$ cat src/rtl/sc1602_pkg.sv
// ---------------------------------------------------------------------------
// sc1602_pkg
// Shared definitions for the SC1602 (HD44780-compatible) LCD blocks.
//   - Read-controller state encoding and E-pulse phase encoding
//   - RS encodings (instruction/status register vs. data RAM)
//   - Default bus timing in sys_clk cycles for the 27 MHz clock domain.
//     The write driver uses the same constants.
//   - cntWidth(): counter width helper that never returns 0
// ---------------------------------------------------------------------------
package sc1602_pkg;

   localparam int CLK_HZ        = 27_000_000;
   localparam int CLK_PERIOD_NS = 1_000_000_000 / CLK_HZ;

   // tAS >= 40 ns, rounded up to whole 37 ns clock periods.
   localparam int DEF_SETUP_CYC   = (40 + CLK_PERIOD_NS - 1) / CLK_PERIOD_NS;
   // 12 x 37 ns = 444 ns. This covers tDDR (160 ns) with generous margin.
   localparam int DEF_EN_HIGH_CYC = 12;
   localparam int DEF_EN_LOW_CYC  = 14;
   localparam int DEF_TURN_CYC    = 2;
   localparam int DEF_MAX_POLLS   = 4095;

   localparam logic RS_INSTR = 1'b0;
   localparam logic RS_DATA  = 1'b1;

   typedef enum logic [2:0] {
      ST_IDLE,
      ST_TURN,
      ST_SETUP,
      ST_EH1,
      ST_EL1,
      ST_EH2,
      ST_EL2,
      ST_DONE
   } rd_state_e;

   typedef enum logic [1:0] {
      NIB_IDLE,
      NIB_HIGH,
      NIB_LOW
   } nib_phase_e;

   function automatic int cntWidth(input int n);
      return (n < 2) ? 1 : $clog2(n);
   endfunction

endpackage

$ cat src/rtl/sc1602_nibble_cycle.sv
// ---------------------------------------------------------------------------
// sc1602_nibble_cycle
// Runs one E pulse on the LCD bus: E high for EN_HIGH_CYC cycles, then
// E low for EN_LOW_CYC cycles.
// Ports:
//   clk_i, rst_ni : clock, asynchronous active-low reset
//   start_i       : begin a pulse. Accepted when idle, or on the last
//                   low cycle so that pulses can run back to back.
//   en_o          : registered E pin
//   sample_o      : high on the last E-high cycle, so the parent captures
//                   the data nibble at the edge where E falls
//   done_o        : high on the last E-low cycle
// ---------------------------------------------------------------------------
module sc1602_nibble_cycle
   import sc1602_pkg::*;
#(
   parameter int EN_HIGH_CYC = DEF_EN_HIGH_CYC,
   parameter int EN_LOW_CYC  = DEF_EN_LOW_CYC
) (
   input  logic clk_i,
   input  logic rst_ni,
   input  logic start_i,
   output logic en_o,
   output logic sample_o,
   output logic done_o
);

   localparam int CW = (cntWidth(EN_HIGH_CYC) > cntWidth(EN_LOW_CYC)) ?
                       cntWidth(EN_HIGH_CYC) : cntWidth(EN_LOW_CYC);
   localparam logic [CW-1:0] HIGH_LAST = CW'(EN_HIGH_CYC - 1);
   localparam logic [CW-1:0] LOW_LAST  = CW'(EN_LOW_CYC - 1);

   nib_phase_e    phase_q;
   logic [CW-1:0] cnt_q;
   logic          en_q;

   assign en_o     = en_q;
   assign sample_o = (phase_q == NIB_HIGH) && (cnt_q == HIGH_LAST);
   assign done_o   = (phase_q == NIB_LOW)  && (cnt_q == LOW_LAST);

   // Phase sequencer. A start on the last low cycle re-arms immediately,
   // so the second nibble follows the first without an idle gap.
   always_ff @(posedge clk_i or negedge rst_ni) begin
      if (!rst_ni) begin
         phase_q <= NIB_IDLE;
         cnt_q   <= '0;
         en_q    <= 1'b0;
      end else begin
         case (phase_q)
            NIB_IDLE: begin
               if (start_i) begin
                  phase_q <= NIB_HIGH;
                  en_q    <= 1'b1;
                  cnt_q   <= '0;
               end
            end
            NIB_HIGH: begin
               if (cnt_q == HIGH_LAST) begin
                  phase_q <= NIB_LOW;
                  en_q    <= 1'b0;
                  cnt_q   <= '0;
               end else begin
                  cnt_q <= cnt_q + 1'b1;
               end
            end
            NIB_LOW: begin
               if (cnt_q == LOW_LAST) begin
                  cnt_q <= '0;
                  if (start_i) begin
                     phase_q <= NIB_HIGH;
                     en_q    <= 1'b1;
                  end else begin
                     phase_q <= NIB_IDLE;
                  end
               end else begin
                  cnt_q <= cnt_q + 1'b1;
               end
            end
            default: begin
               phase_q <= NIB_IDLE;
               en_q    <= 1'b0;
               cnt_q   <= '0;
            end
         endcase
      end
   end

endmodule

$ cat src/rtl/sc1602_read_ctrl.sv
// ---------------------------------------------------------------------------
// sc1602_read_ctrl
// Performs RW=1 read cycles on the SC1602 4-bit bus. It reads either the
// busy flag plus address counter (rs_sel=0) or a data byte (rs_sel=1).
// In poll mode it can repeat busy-flag reads until BF clears.
// Ports:
//   sys_clk, sys_rst_n : clock, asynchronous active-low reset
//   req, rs_sel, poll  : start request. rs_sel and poll are latched at accept.
//   busy               : transaction in progress
//   rd_valid           : one-cycle pulse. rd_data and timeout are valid.
//   rd_data            : assembled byte, high nibble first
//   timeout            : poll limit reached
//   lcd_read_active    : this block owns RS/RW/E and the data pins
//   lcd_rs, lcd_rw, lcd_en : LCD control pins
//   lcd_d_in           : LCD D7..D4, already synchronized
// ---------------------------------------------------------------------------
module sc1602_read_ctrl
   import sc1602_pkg::*;
#(
   parameter int SETUP_CYC   = DEF_SETUP_CYC,
   parameter int EN_HIGH_CYC = DEF_EN_HIGH_CYC,
   parameter int EN_LOW_CYC  = DEF_EN_LOW_CYC,
   parameter int TURN_CYC    = DEF_TURN_CYC,
   parameter int MAX_POLLS   = DEF_MAX_POLLS
) (
   input  logic       sys_clk,
   input  logic       sys_rst_n,
   input  logic       req,
   input  logic       rs_sel,
   input  logic       poll,
   output logic       busy,
   output logic       rd_valid,
   output logic [7:0] rd_data,
   output logic       timeout,
   output logic       lcd_read_active,
   output logic       lcd_rs,
   output logic       lcd_rw,
   output logic       lcd_en,
   input  logic [3:0] lcd_d_in
);

   localparam int CW = (cntWidth(TURN_CYC) > cntWidth(SETUP_CYC)) ?
                       cntWidth(TURN_CYC) : cntWidth(SETUP_CYC);
   localparam int PW = cntWidth(MAX_POLLS);
   localparam logic [CW-1:0] TURN_LAST  = CW'(TURN_CYC - 1);
   localparam logic [CW-1:0] SETUP_LAST = CW'(SETUP_CYC - 1);
   localparam logic [PW-1:0] POLL_LAST  = PW'(MAX_POLLS - 1);

   rd_state_e     state_q;
   logic [CW-1:0] cnt_q;
   logic [PW-1:0] poll_cnt_q;
   logic          rs_q;
   logic          poll_q;
   logic          busy_q;
   logic          valid_q;
   logic          timeout_q;
   logic          active_q;
   logic          rw_q;
   logic [7:0]    data_q;

   logic          setup_last;
   logic          nib_start;
   logic          nib_sample;
   logic          nib_done;

   assign busy            = busy_q;
   assign rd_valid        = valid_q;
   assign rd_data         = data_q;
   assign timeout         = timeout_q;
   assign lcd_read_active = active_q;
   assign lcd_rs          = rs_q;
   assign lcd_rw          = rw_q;

   // The first E pulse starts from the end of SETUP. The second starts from
   // the last EL1 cycle, so that EL1 lasts exactly EN_LOW_CYC cycles.
   assign setup_last = (state_q == ST_SETUP) && (cnt_q == SETUP_LAST);
   assign nib_start  = setup_last || ((state_q == ST_EL1) && nib_done);

   sc1602_nibble_cycle #(
      .EN_HIGH_CYC (EN_HIGH_CYC),
      .EN_LOW_CYC  (EN_LOW_CYC)
   ) u_nibble (
      .clk_i    (sys_clk),
      .rst_ni   (sys_rst_n),
      .start_i  (nib_start),
      .en_o     (lcd_en),
      .sample_o (nib_sample),
      .done_o   (nib_done)
   );

   // Transaction sequencer. All pin-facing outputs are registered here, and
   // RS/RW only move in states where E is low. A poll iteration goes back to
   // SETUP with RW still high, because the bus is already turned around.
   always_ff @(posedge sys_clk or negedge sys_rst_n) begin
      if (!sys_rst_n) begin
         state_q    <= ST_IDLE;
         cnt_q      <= '0;
         poll_cnt_q <= '0;
         rs_q       <= 1'b0;
         poll_q     <= 1'b0;
         busy_q     <= 1'b0;
         valid_q    <= 1'b0;
         timeout_q  <= 1'b0;
         active_q   <= 1'b0;
         rw_q       <= 1'b0;
         data_q     <= 8'h00;
      end else begin
         case (state_q)
            ST_IDLE: begin
               if (req) begin
                  rs_q      <= rs_sel;
                  poll_q    <= poll && (rs_sel == RS_INSTR);
                  busy_q    <= 1'b1;
                  active_q  <= 1'b1;
                  timeout_q <= 1'b0;
                  cnt_q     <= '0;
                  state_q   <= ST_TURN;
               end
            end
            ST_TURN: begin
               if (cnt_q == TURN_LAST) begin
                  cnt_q   <= '0;
                  rw_q    <= 1'b1;
                  state_q <= ST_SETUP;
               end else begin
                  cnt_q <= cnt_q + 1'b1;
               end
            end
            ST_SETUP: begin
               if (setup_last) begin
                  cnt_q   <= '0;
                  state_q <= ST_EH1;
               end else begin
                  cnt_q <= cnt_q + 1'b1;
               end
            end
            ST_EH1: begin
               if (nib_sample) begin
                  data_q[7:4] <= lcd_d_in;
                  state_q     <= ST_EL1;
               end
            end
            ST_EL1: begin
               if (nib_done) begin
                  state_q <= ST_EH2;
               end
            end
            ST_EH2: begin
               if (nib_sample) begin
                  data_q[3:0] <= lcd_d_in;
                  state_q     <= ST_EL2;
               end
            end
            ST_EL2: begin
               if (nib_done) begin
                  if (!poll_q || !data_q[7]) begin
                     valid_q <= 1'b1;
                     state_q <= ST_DONE;
                  end else if (poll_cnt_q < POLL_LAST) begin
                     poll_cnt_q <= poll_cnt_q + 1'b1;
                     state_q    <= ST_SETUP;
                  end else begin
                     timeout_q <= 1'b1;
                     valid_q   <= 1'b1;
                     state_q   <= ST_DONE;
                  end
               end
            end
            ST_DONE: begin
               valid_q    <= 1'b0;
               busy_q     <= 1'b0;
               rw_q       <= 1'b0;
               active_q   <= 1'b0;
               rs_q       <= 1'b0;
               poll_cnt_q <= '0;
               state_q    <= ST_IDLE;
            end
            default: begin
               state_q  <= ST_IDLE;
               busy_q   <= 1'b0;
               valid_q  <= 1'b0;
               active_q <= 1'b0;
               rw_q     <= 1'b0;
            end
         endcase
      end
   end

endmodule

$ cat config.mk
export PLATFORM = sky130hd
export DESIGN_NAME = sc1602_read_ctrl
export DESIGN_NICKNAME = d
export VERILOG_FILES = /design/src/rtl/sc1602_pkg.sv /design/src/rtl/sc1602_nibble_cycle.sv /design/src/rtl/sc1602_read_ctrl.sv
export SDC_FILE = /design/constraint.sdc
export NUM_CORES = 1
export LEC_CHECK = 0
export BUFFER_PORTS_ARGS = -buffer_cell sky130_fd_sc_hd__buf_2
export CORE_UTILIZATION = 50
export DETAILED_ROUTE_END_ITERATION = 12
export GPL_ROUTABILITY_DRIVEN = 0
export PLACE_DENSITY = 0.7
export SETUP_SLACK_MARGIN = 0.4
export SLEW_MARGIN = 15
export SYNTH_ARGS = -nofsm -noshare
export SYNTH_HDL_FRONTEND = slang
export SYNTH_HIERARCHICAL = 1
export SYNTH_SLANG_ARGS = --single-unit
$ cat constraint.sdc
create_clock -name sys_clk -period 3.15 [get_ports sys_clk]
set_clock_uncertainty 0.15 [all_clocks]
set_input_delay 0.1575 -clock sys_clk [delete_from_list [all_inputs] [get_ports sys_clk]]
set_output_delay 0.1575 -clock sys_clk [all_outputs]
set_load 0.05 [all_outputs]
==> results.yml <==
floorplan:
  dieArea_sq_um: 4340
  num_rows: 22
  start_util_pct: 53.8
  core_sq_um: 3800
  io_pins: 24
  die_x_um: 65.9
  die_h_um: 65.9
pwr:
  seqPwrFrac_pct: 42.2
  p_clk_share_pct: 28.4
  p_sw_share_pct: 36.8
  p_int_uw: 961
  p_switching_uw: 559
  p_per_area_nw_per_um2: 638
  power_frac_comb_pct: 29.4
  ir_drop_mv: 0.421
  power.leakage_nw: 1.04
synthesis:
  yosys_register_bits: 37
  synth.distinct_cells: 49
  syn_avg_cell_area_sq_um: 9.45
  synth_flop_cell: "dfrtp_1"
  ys_seq_area_share_pct: 45.3
  netlist_area_sq_um: 2040
  yosysWarningCount: 6
  async_flop_share_pct: 100
  synth_edf_count: 0
  syn_inst: 216
  synthesis.nets: 233
worst_hold_path:
  min_from: "req"
  hold_path_class: "in -> reg"
  hold_end: "timeout"
  holdPathStages: 3
routing:
  viasPerCell: 5.56
  antenna_left: 0
  wl_um: 4010
  drtIter0Drc: 48
  detail_route.wl_per_cell_um: 13.5
  vias: 1647
  drc: 0
  first_pass_iters: 4
global_routing:
  grt_start_max_net_pins: 38
  grt_pass1_wl_um: 6860
  grt_antenna_before_repair: 0
  first_global_vias: 1545
  track_usage_pct: 21.0
  gr-total-overflow: 0
finish:
  diodes: 0
  nets: 264
  final_cell_mix: "37 x dfrtp_1, 24 x nand2_1, 23 x buf_2"
  layout_commonest_cell: "dfrtp_1"
  design_area_sq_um: 2380
  syn_to_final_growth_pct: 16.6
  drive_above_1_share_pct: 21.0
cts:
  clock_latency_ns: 0.29
  clockBufferDepth: 2
  cts_made_buffers: 5
  cts.clk_slew.worst_paths_ns: 0.07
  cts-root-buf: "clkbuf_8"
  cts_setup_buffers: 0
  numClockSinks: 37
  cts_tree: "built"
  htree_num_levels: 2
job:
  cap_violations: 0
timing:
  tns_ns: 0
  setup_viol: 0
  relSlewSlack_pct: 42.9
  tightest_slew_ns: 0.845
  fmax_ghz: 0.409
  finalCritPeriodShare_pct: 77.6
  slew_violations: 0
  fin_crit_ns: 2.44
  rsz0062_at_grt: "false"
  final-hold-violation-count: 0
critical_path:
  critPathLaunchType: "flop"
  r2r-end: "poll_cnt_q[10]"
  r2r-start: "u_nibble/phase_q[0]"
  cp_data_required_time_ns: 3.22
  crit_type: "reg -> reg"
  worst-r2r-setup-slack_ns: 0.71
  end_kind: "flop"
  crit_arrival_ns: 2.51
  r2r_cells: 9
  cp_max_fo: 7
outcome:
  status: "finished, final reports clean"
placement:
  placed_area_sq_um: 2190
  port_buffers: 23
  hpwl_um: 2850
==> power groups by stage <==
stage | clock network (mW) | logic [mW] | registers, mW
after floorplan | 0 | 0.336 | 0.658
after global placement | 0 | 0.442 | 0.644
after detailed placement | 0 | 0.443 | 0.648
after CTS | 0.444 | 0.451 | 0.638
after global routing | 0.463 | 0.503 | 0.651
final | 0.432 | 0.447 | 0.641
==> synth_stat cells (3+ instances only) <==
| master | number | area share, % |
|---|---|---|
| dfrtp_1 | 37 | 45 |
| nand2_1 | 24 | 4.4 |
| nor2_1 | 20 | 3.7 |
| o21ai_0 | 16 | 3.9 |
| inv_1 | 15 | 2.8 |
| a21oi_1 | 12 | 2.9 |
| mux2_2 | 9 | 5.0 |
| ha_1 | 8 | 4.9 |
| a211oi_1 | 4 | 1.5 |
| nand3_1 | 4 | 0.98 |
| nor3_1 | 4 | 0.98 |
| o211ai_1 | 4 | 1.5 |
| or3_1 | 4 | 1.2 |
| a31o_1 | 3 | 1.3 |
| a31oi_1 | 3 | 0.92 |
| and2_1 | 3 | 0.92 |
| clkbuf_1 | 3 | 0.55 |
| o21ai_1 | 3 | 0.74 |
==> kinds of logic after synthesis <==
family          synth area share, %
simple gates                   19.9
buf+inv                        4.17
flops                          45.3
mux                            5.45
fa+ha+maj                      4.90
xor+xnor                      0.858
compound gates                 19.4
==> flip-flops by register name, summed over array words and instances, names as in the netlist <==
signal and flops:
cnt_q 1, lcd_read_active 1, lcd_rs 1, lcd_rw 1
poll_cnt_q 12, poll_q 1, rd_data 8, rd_valid 1
state_q 3, timeout 1, u_nibble/cnt_q 4, u_nibble/en_o 1
u_nibble/phase_q 2
==> area by class of cell <==
type | instances | area [sq um]
timing repair buffer | 30 | 185
sequential | 37 | 926
multi-input combinational | 158 | 1030
inverter | 15 | 56.3
clock inverter | 2 | 37.5
fill | 329 | 1420
clock buffer | 6 | 82.6
tap | 48 | 60.1
==> critical path, stage by stage, from the launching register on <==
cell	delay, ns
dfrtp_1	0.41
inv_1	0.09
ha_1	0.24
inv_1	0.10
nor2_2	0.23
o2111ai_1	0.19
a211oi_1	0.28
a21oi_2	0.10
or4_1	0.41
a21oi_1	0.17
==> timing repair <==
action	in CTS	in global routing
hold buffers	7	0
endpoints found under the hold margin	47	0
setup endpoints to repair	0	1
gates resized for setup	0	1
==> metal layers <==
layer / track usage (%) / up-vias / part of all wire [%]
met3: 5.86 / 5 / 3.0
li1: - / 835 / -
met2: 36.0 / 17 / 49
met1: 24.3 / 790 / 46
met4: 9.24 / 0 / 1.7
met5: 0 / - / 0
==> worst max path at each step <==
stage / startpoint / to / slack, ns / cells after the start
floorplan: u_nibble/phase_q[0] / poll_cnt_q[10] / 0.90 / 9
global placement: u_nibble/phase_q[0] / poll_cnt_q[10] / 0.71 / 9
detailed placement: u_nibble/phase_q[0] / poll_cnt_q[10] / 0.64 / 9
CTS: u_nibble/phase_q[0] / poll_cnt_q[10] / 0.61 / 9
global route: u_nibble/phase_q[0] / poll_cnt_q[10] / 0.47 / 9
finish: u_nibble/phase_q[0] / poll_cnt_q[10] / 0.71 / 9
==> through the flow <==
stage                     power (mW)  cells  setup WS [ns]  hold slack [ns]  util (%)
after floorplan                0.994    216          0.897           -0.288         -
after global placement          1.09    281          0.714            0.148      57.6
after detailed placement        1.09    281          0.645            0.146      57.6
after CTS                       1.53    296          0.610            0.170      62.6
after global routing            1.62    296          0.473            0.189      62.7
final                           1.52    296          0.706            0.174      62.7
Power figures use the tool's default switching activity.
